==> src/rtl/riscv_pipe_pkg.sv <==
// -----------------------------------------------------------------------------
// riscv_pipe_pkg
// Definitions shared by the MEM-stage controller and its MEM/WB register:
//   mem_state_t     - bus-handshake FSM state (IDLE, BUSY)
//   XLEN_DEFAULT    - default data/address width
//   TIMEOUT_DEFAULT - default number of BUSY cycles before a bus timeout
//   ALIGN_MASK      - low address bits that must be zero for a word access
//   is_misaligned() - word-alignment test on the low address bits
// -----------------------------------------------------------------------------
package riscv_pipe_pkg;

    typedef enum logic {
        IDLE = 1'b0,
        BUSY = 1'b1
    } mem_state_t;

    localparam int         XLEN_DEFAULT    = 32;
    localparam int         TIMEOUT_DEFAULT = 16;
    localparam logic [1:0] ALIGN_MASK      = 2'b11;

    function automatic logic is_misaligned(input logic [1:0] addr_lo);
        return (addr_lo & ALIGN_MASK) != 2'b00;
    endfunction

endpackage

==> src/rtl/mem_wb.sv <==
// -----------------------------------------------------------------------------
// mem_wb
// MEM/WB pipeline register feeding write-back.
//   clk, reset       - clock, asynchronous active-high reset
//   i_bubble         - clear the control bits and hold the data fields
//   i_rdata_en       - a load completes this cycle; capture i_rdata
//   i_alu_result,
//   i_rd, i_reg_write,
//   i_mem_to_reg     - EX/MEM values captured on a normal cycle
//   i_rdata          - load data from the data-memory bus
//   o_*              - registered MEM/WB outputs
// -----------------------------------------------------------------------------
module mem_wb
    import riscv_pipe_pkg::*;
#(
    parameter int XLEN = XLEN_DEFAULT
) (
    input  logic            clk,
    input  logic            reset,
    input  logic            i_bubble,
    input  logic            i_rdata_en,
    input  logic [XLEN-1:0] i_alu_result,
    input  logic [XLEN-1:0] i_rdata,
    input  logic [4:0]      i_rd,
    input  logic            i_reg_write,
    input  logic            i_mem_to_reg,
    output logic [XLEN-1:0] o_read_data,
    output logic [XLEN-1:0] o_alu_result,
    output logic [4:0]      o_rd,
    output logic            o_reg_write,
    output logic            o_mem_to_reg
);

    logic [XLEN-1:0] r_read_data;
    logic [XLEN-1:0] r_alu_result;
    logic [4:0]      r_rd;
    logic            r_reg_write;
    logic            r_mem_to_reg;

    // NOTE: sequential state uses non-blocking assignments so every register
    // samples pre-edge values; the reset is in the sensitivity list, making it
    // asynchronous, and every register here has a defined reset value.
    always_ff @(posedge clk or posedge reset) begin
        if (reset) begin
            r_read_data  <= '0;
            r_alu_result <= '0;
            r_rd         <= '0;
            r_reg_write  <= 1'b0;
            r_mem_to_reg <= 1'b0;
        end else if (i_bubble) begin
            // Only the control bits are squashed; data fields keep their value.
            r_reg_write  <= 1'b0;
            r_mem_to_reg <= 1'b0;
        end else begin
            r_alu_result <= i_alu_result;
            r_rd         <= i_rd;
            r_reg_write  <= i_reg_write;
            r_mem_to_reg <= i_mem_to_reg;
            if (i_rdata_en) begin
                r_read_data <= i_rdata;
            end
        end
    end

    assign o_read_data  = r_read_data;
    assign o_alu_result = r_alu_result;
    assign o_rd         = r_rd;
    assign o_reg_write  = r_reg_write;
    assign o_mem_to_reg = r_mem_to_reg;

endmodule

==> src/rtl/mem_stage_ctrl.sv <==
// -----------------------------------------------------------------------------
// mem_stage_ctrl
// MEM-stage controller: drives the data-memory req/ready bus from the EX/MEM
// register, stalls upstream during wait states, resolves branches, turns
// misaligned/failed accesses into bubbles, and holds the MEM/WB register.
//   clk, reset                      - clock, asynchronous active-high reset
//   alu_result, write_data, rd,
//   zero, pc_branch, reg_write,
//   mem_read, mem_write,
//   mem_to_reg, branch              - EX/MEM register outputs
//   dmem_req/we/addr/wdata          - data-memory request (to slave)
//   dmem_ready/rdata/err            - data-memory response (from slave)
//   stall                           - freeze PC, IF/ID, ID/EX, EX/MEM
//   pc_src, pc_target               - branch decision and target
//   wb_*                            - MEM/WB register outputs
//   exc_misalign, exc_bus           - one-cycle exception pulses
// -----------------------------------------------------------------------------
module mem_stage_ctrl
    import riscv_pipe_pkg::*;
#(
    parameter int XLEN    = XLEN_DEFAULT,
    parameter int TIMEOUT = TIMEOUT_DEFAULT
) (
    input  logic            clk,
    input  logic            reset,
    input  logic [XLEN-1:0] alu_result,
    input  logic [XLEN-1:0] write_data,
    input  logic [4:0]      rd,
    input  logic            zero,
    input  logic [XLEN-1:0] pc_branch,
    input  logic            reg_write,
    input  logic            mem_read,
    input  logic            mem_write,
    input  logic            mem_to_reg,
    input  logic            branch,
    output logic            dmem_req,
    output logic            dmem_we,
    output logic [XLEN-1:0] dmem_addr,
    output logic [XLEN-1:0] dmem_wdata,
    input  logic            dmem_ready,
    input  logic [XLEN-1:0] dmem_rdata,
    input  logic            dmem_err,
    output logic            stall,
    output logic            pc_src,
    output logic [XLEN-1:0] pc_target,
    output logic [XLEN-1:0] wb_read_data,
    output logic [XLEN-1:0] wb_alu_result,
    output logic [4:0]      wb_rd,
    output logic            wb_reg_write,
    output logic            wb_mem_to_reg,
    output logic            exc_misalign,
    output logic            exc_bus
);

    // A disabled timeout still needs a 1-bit counter to keep widths legal.
    localparam int              CNT_W   = (TIMEOUT > 0) ? $clog2(TIMEOUT + 1) : 1;
    localparam logic [CNT_W-1:0] CNT_MAX = CNT_W'(TIMEOUT);
    localparam logic [CNT_W-1:0] CNT_ONE = CNT_W'((TIMEOUT > 0) ? 1 : 0);

    mem_state_t       r_state;
    mem_state_t       w_state_nxt;
    logic [CNT_W-1:0] r_wait_cnt;
    logic [CNT_W-1:0] w_wait_cnt_nxt;

    logic w_access;
    logic w_misaligned;
    logic w_req;
    logic w_done;
    logic w_timeout;
    logic w_stall;
    logic w_exc_bus;
    logic w_exc_misalign;
    logic w_bubble;
    logic w_rdata_en;

    assign w_access     = mem_read | mem_write;
    assign w_misaligned = w_access & is_misaligned(alu_result[1:0]);
    // Reset gates the request so an in-flight access is abandoned at once.
    assign w_req        = w_access & ~w_misaligned & ~reset;
    assign w_done       = w_req & dmem_ready;
    assign w_timeout    = (TIMEOUT != 0) && (r_state == BUSY) && (r_wait_cnt == CNT_MAX);

    // State register and wait counter.
    always_ff @(posedge clk or posedge reset) begin
        if (reset) begin
            r_state    <= IDLE;
            r_wait_cnt <= '0;
        end else begin
            r_state    <= w_state_nxt;
            r_wait_cnt <= w_wait_cnt_nxt;
        end
    end

    // Next-state logic.
    // NOTE: every signal assigned in a combinational block gets a default at
    // the top so no path leaves it unassigned and no latch is inferred.
    always_comb begin
        w_state_nxt    = r_state;
        w_wait_cnt_nxt = r_wait_cnt;
        case (r_state)
            IDLE: begin
                if (w_req && !dmem_ready) begin
                    w_state_nxt    = BUSY;
                    w_wait_cnt_nxt = CNT_ONE;
                end
            end
            BUSY: begin
                // Dropping the request is not expected while stalled, but
                // returning to IDLE keeps the FSM from hanging if it happens.
                if (!w_req || dmem_ready || w_timeout) begin
                    w_state_nxt    = IDLE;
                    w_wait_cnt_nxt = '0;
                end else if (r_wait_cnt != CNT_MAX) begin
                    w_wait_cnt_nxt = r_wait_cnt + CNT_W'(1);
                end
            end
            default: begin
                w_state_nxt    = IDLE;
                w_wait_cnt_nxt = '0;
            end
        endcase
    end

    // Output logic. The same expressions hold in IDLE and BUSY; w_timeout can
    // only be set in BUSY, and dmem_ready beats a coincident timeout.
    always_comb begin
        w_stall        = 1'b0;
        w_exc_bus      = 1'b0;
        w_exc_misalign = 1'b0;
        w_bubble       = 1'b0;
        w_rdata_en     = 1'b0;

        w_stall        = w_req & ~dmem_ready & ~w_timeout;
        w_exc_bus      = (w_done & dmem_err) | (w_timeout & ~dmem_ready);
        w_exc_misalign = w_misaligned & ~reset;
        w_bubble       = w_stall | w_exc_bus | w_exc_misalign;
        w_rdata_en     = w_done & mem_read;
    end

    mem_wb #(
        .XLEN (XLEN)
    ) u_mem_wb (
        .clk          (clk),
        .reset        (reset),
        .i_bubble     (w_bubble),
        .i_rdata_en   (w_rdata_en),
        .i_alu_result (alu_result),
        .i_rdata      (dmem_rdata),
        .i_rd         (rd),
        .i_reg_write  (reg_write),
        .i_mem_to_reg (mem_to_reg),
        .o_read_data  (wb_read_data),
        .o_alu_result (wb_alu_result),
        .o_rd         (wb_rd),
        .o_reg_write  (wb_reg_write),
        .o_mem_to_reg (wb_mem_to_reg)
    );

    assign dmem_req     = w_req;
    assign dmem_we      = mem_write;
    assign dmem_addr    = alu_result;
    assign dmem_wdata   = write_data;
    assign stall        = w_stall;
    assign pc_src       = branch & zero;
    assign pc_target    = pc_branch;
    assign exc_misalign = w_exc_misalign;
    assign exc_bus      = w_exc_bus;

endmodule

==> config.mk <==
export PLATFORM = sky130hd
export DESIGN_NAME = mem_stage_ctrl
export DESIGN_NICKNAME = d
export VERILOG_FILES = /design/src/rtl/riscv_pipe_pkg.sv /design/src/rtl/mem_wb.sv /design/src/rtl/mem_stage_ctrl.sv
export SDC_FILE = /design/constraint.sdc
export NUM_CORES = 1
export LEC_CHECK = 0
export ABC_AREA = 1
export CELL_PAD_IN_SITES_DETAIL_PLACEMENT = 1
export CELL_PAD_IN_SITES_GLOBAL_PLACEMENT = 2
export CORE_UTILIZATION = 18
export DETAILED_ROUTE_END_ITERATION = 6
export MAX_ROUTING_LAYER = met4
export PLACE_DENSITY = 0.95
export SLEW_MARGIN = 5
export SYNTH_ARGS = -nofsm -noshare
export SYNTH_HDL_FRONTEND = slang
export SYNTH_HIERARCHICAL = 1
export SYNTH_SLANG_ARGS = --single-unit
==> constraint.sdc <==
create_clock -name clk -period 6 [get_ports clk]
set_input_delay 1.2 -clock clk [delete_from_list [all_inputs] [get_ports clk]]
set_output_delay 1.2 -clock clk [all_outputs]
set_load 0.02 [all_outputs]
Word-level counts from Yosys, hierarchy flattened
Cells that the tools add are included.
{"block": "totals", "wordCells": 51, "output_inout_bits": 173, "ff_bits": 77}
{"block": "classes", "eq_ne": 4, "addsub": 1, "bitwise": 21, "n_mux": 9, "n_reduce_logical": 9}
{"cell": "two-way mux 5 bit", "n": 3}
{"cell": "bitwise AND 1 bit", "n": 11}
{"cell": "one-hot mux 5 bit (2 select lines)", "n": 1}
{"cell": "NOT 1 bit", "n": 6}
{"cell": "adder 5 x 1 -> 5 bit (second input constant)", "n": 1}
{"cell": "== test 5 bit (second input constant)", "n": 1}
{"cell": "!= test 5 bit (second input constant)", "n": 1}
{"cell": "two-way mux 1 bit", "n": 4}
{"cell": "bitwise OR 1 bit", "n": 4}
{"cell": "AND reduction 2 bit", "n": 2}
{"cell": "!= test 3 x 1 -> 1 bit (second input constant)", "n": 1}
{"cell": "logical AND 1 bit", "n": 2}
{"cell": "zero test 1 bit", "n": 2}
{"cell": "logical OR 1 bit", "n": 2}
{"cell": "!= test 2 bit (second input constant)", "n": 1}
{"cell": "one-hot mux 1 bit (2 select lines)", "n": 1}
{"cell": "nonzero test 2 bit", "n": 1}

Logic depth before layout (Yosys ltp)
{"block": "logic_depth", "word_depth": 12, "mapped_depth": 13}

Modules after synthesis
The synthesis kept the hierarchy.
{"mod": "mem_wb", "instances": 1, "cells_per_inst": 303, "seq_area_each_um2": 1776.7, "area_each_um2": 2706.3}
{"mod": "mem_stage_ctrl", "instances": 1, "cells_per_inst": 159, "seq_area_each_um2": 150.1, "area_each_um2": 1177.4}

Worst setup path after synthesis
OpenSTA, ideal clock, no wires.
{"block": "synth_path", "path_type": "input port to output port", "start": "input port alu_result[1]", "end": "output port exc_misalign", "required_ns": 4.800, "cell_stages": 2, "t_arrival_ns": 1.782, "slack_ns": 3.018, "path_buffers": 0, "path_cell_list": "nor2_2 -> nor3_1"}
{"block": "synth_via", "elab_chain_cells": 3}
{"element": "start, declared", "line_no": "mem_stage_ctrl.sv:26", "rtl": "input logic [XLEN-1:0] alu_result,"}
{"element": "nonzero test 2 bit", "line_no": "riscv_pipe_pkg.sv:22", "rtl": "return (addr_lo & ALIGN_MASK) != 2'b00;"}
{"element": "bitwise AND 1 bit", "line_no": "mem_stage_ctrl.sv:77", "rtl": "assign w_misaligned = w_access & is_misaligned(alu_result[1:0]);"}
{"element": "bitwise AND 1 bit", "line_no": "mem_stage_ctrl.sv:135", "rtl": "w_exc_misalign = w_misaligned & ~reset;"}
{"element": "end, declared", "line_no": "mem_stage_ctrl.sv:51", "rtl": "output logic exc_misalign,"}
No other way between the ends.

Worst setup path in the final report
{"block": "layout_path", "start": "input port reset", "end": "output port stall"}
{"block": "layout_via", "elab_chain_cells": 4}
{"element": "start, declared", "line_no": "mem_stage_ctrl.sv:25", "rtl": "input logic reset,"}
{"element": "NOT 1 bit", "line_no": "mem_stage_ctrl.sv:79", "rtl": "assign w_req = w_access & ~w_misaligned & ~reset;"}
{"element": "bitwise AND 1 bit", "line_no": "mem_stage_ctrl.sv:79"}
{"element": "bitwise AND 1 bit (2 in series)", "line_no": "mem_stage_ctrl.sv:133", "rtl": "w_stall = w_req & ~dmem_ready & ~w_timeout;"}
{"element": "end, declared", "line_no": "mem_stage_ctrl.sv:43", "rtl": "output logic stall,"}
No other way between the ends.

==> results.md <==
* Status: completed
* CTS tree: yes
* Worst slew pin tran at approximately 1.1 ns
* IO Port Bufs at 187
* Hold Crit Class: reg2reg
* Global-route wire length before repair at 17800 µm
* Worst Setup SP: reset
* Fin nets at roughly 690
* Final worst path period share at approximately 70%
* Share of the yosys chip area belonging to registers at roughly half
* Min Tclk post-route at just over 4 ns
* Post-cts sizing count at 0
* Seq pwr share at around 40%
* Skew-Pair Late Insertion Delay at approximately 0.33 ns
* Congestion Overflow GR at 0
* Most frequent cells in the layout: nand2_1 (189), clkdlybuf4s50_1 (187), dfrtp_1 (77), nand3_1 (38), inv_1 (12)
* Clock-pin slew on the worst setup and hold paths at ~0.06 ns
* Comb pwr share at just under 30%
* Post-CTS Setup Bufs at 0
* Die width at about 150 µm
* Die Area at 0.0222 mm²
* Clock power frac at 31.2%
* Worst Hold Path Cells at 2
* Leakage at 2.62 nW
* # hold bufs at CTS at 0
* Max Slew Vio Count at 0
* Clock root buffer master: clkbuf_16
* Final core occ at between 20% and 30%
* Clock Skew at between 0.006 and 0.007 ns
* Setup crit end: stall
* Setup-failing EPs final at 0
* Rel. slew slack at between 20% and 30%
* Layout area overhead at 43.9%
* R2R cell count at 11
* Bufs on Longest Clock Path at 2
* Antenna Nets Post-Route at 0
* Initial DRC Count at 101
* Hold Violations, Final at 0
* PD cells at 291 mW/mm²
* GPL Wtd Cong at 0.755
* Synth warn at 6
* Worst flop-to-flop path startpoint: r_wait_cnt[0]
* RSZ-0062 raised after global routing: false
* Setup TNS at 0 ns
* Worst Setup Path Type: in2out
* Initial core utilization at 18.4%
* Seq cells post-synth at 77
* Psw at 0.509 mW
* Setup crit end kind: output pin
* Critical Path AT at ~2.9 ns
* Rows at 53
* Critical Path Fanout Max at 8
* DR vias/cell at between 3 and 4
* # DRC at 0
* Commonest non-fill, non-tap cell in the layout: nand2_1
* Worst reg-to-reg setup slack at 3.59 ns
* Initial antenna violation count at 0
* Core ar. at about 0.021 mm²
* Routed wire length at 11400 µm
* Max-cap violations at 0
* Int Power at 1.11 mW
* Total CTS buffers at 9
* # H-tree levels at 3
* Wire per inst at roughly 14 µm
* Num Clock Sinks at 77
* Placed insts at 813
* End of the worst register-to-register path: u_mem_wb/o_read_data[3]
* Peak VDD IR at between 0.1 and 0.15 mV
* ANT cells at 0
* Sw Ratio at between 30% and 40%
* Layout cells sized above 1 at 5.61%
* Critical Path RT at between 4 and 5 ns
* Startpoint types: primary input
* Layout fillers at 2465
* Syn nets at ~600
* I/O pins at ~320
* Total Routing Usage GR at a little over a tenth
* Non-Filler Instances at around 830
* FMAX at 0.242 GHz
* Mapped Cells at 462
* Avg Cell Area, Syn at approximately 8.4 µm²
* Die H at roughly 150 µm
* Drt pass-1 iters at 4
* Pin count of the biggest net entering global routing at 72
* Dpl hpwl at 8040 µm
* Synth Cell Area at approximately 0.004 mm²
* Number of global-route vias before repair at roughly 3300
* Netlist cell types at 21
* Vias at 3139
## worst max-delay path: stages
cell and delay, ns:
clkdlybuf4s50_1 0.47, inv_1 0.27, nand4_2 0.18, nor2_4 0.17, clkdlybuf4s50_1 0.63
## cells in the mapped netlist
cell type / n / area, µm²
nand4_1: 2 / 12.5
inv_1: 13 / 48.8
o21a_1: 1 / 7.51
nand4_2: 1 / 12.5
nand2_1: 190 / 713
buf_2: 9 / 45.0
a21oi_1: 1 / 5.00
nor2_4: 2 / 22.5
o21bai_1: 1 / 7.51
nor3_1: 2 / 10.0
inv_2: 3 / 11.3
nand3_1: 38 / 190
clkbuf_1: 7 / 26.3
nor2_1: 8 / 30.0
nand2_2: 2 / 12.5
nand3_2: 1 / 10.0
dfrtp_1: 77 / 1930
nor2_2: 1 / 6.26
ha_1: 2 / 25.0
xor2_1: 2 / 17.5
buf_4: 99 / 743
## worst min path at each step
stage	start	endpoint	slack [ns]
after global placement	u_mem_wb/o_read_data[13]	u_mem_wb/o_read_data[13]	0.45
after global routing	u_mem_wb/o_read_data[0]	u_mem_wb/o_read_data[0]	0.49
final	u_mem_wb/o_read_data[22]	u_mem_wb/o_read_data[22]	0.47
after CTS	u_mem_wb/o_read_data[19]	u_mem_wb/o_read_data[19]	0.47
after detailed placement	u_mem_wb/o_read_data[19]	u_mem_wb/o_read_data[19]	0.46
after floorplan	r_wait_cnt[3]	r_wait_cnt[3]	0.47
## layer usage
metal	GRT usage [%]	vias to the layer above	wire [µm]
met1	11.5	1477	4580
met4	5.15	0	347
met3	2.81	42	752
met2	18.6	121	5760
met5	-	-	0
li1	-	1499	-
## area by class of cell
class                      instances  area (µm²)  area share (%)
tap                              275         344            6.15
timing repair buffer             191        1900            34.0
clock buffer                      11         243            4.34
multi-input combinational        254        1090            19.5
sequential                        77        1930            34.5
clock inverter                     4        23.8           0.425
inverter                          16        61.3            1.10
## stage by stage
| step | power, mW | worst slack (ns) | hold slack (ns) | cell area, µm² |
|---|---|---|---|---|
| after floorplan | 0.934 | 3.00 | 0.470 | 3880 |
| after global placement | 1.12 | 1.87 | 0.453 | 5320 |
| after detailed placement | 1.14 | 1.82 | 0.458 | 5320 |
| after CTS | 1.67 | 1.84 | 0.475 | 5590 |
| after global routing | 1.73 | 1.75 | 0.489 | 5590 |
| final | 1.62 | 1.87 | 0.469 | 5590 |
## power groups by stage
| stage | Combinational, mW | Sequential [mW] | Clock, mW |
|---|---|---|---|
| 2_1_floorplan | 0.191 | 0.743 | 0 |
| 3_3_place_gp | 0.479 | 0.646 | 0 |
| 3_5_place_dp | 0.485 | 0.650 | 0 |
| 4_1_cts | 0.487 | 0.642 | 0.536 |
| 5_1_grt | 0.516 | 0.651 | 0.559 |
| 6_report | 0.477 | 0.640 | 0.507 |
## logic make-up after synthesis
logic type / share of synthesized area [%]
AND/OR/NAND/NOR: 26.3
buffers and inverters: 22.5
flip-flops: 49.6
AO/OA/AOI/OAI: 0.515
XOR/XNOR: 0.451
adder cells (fa/ha/maj): 0.644
(Power assumes the default switching activity.)
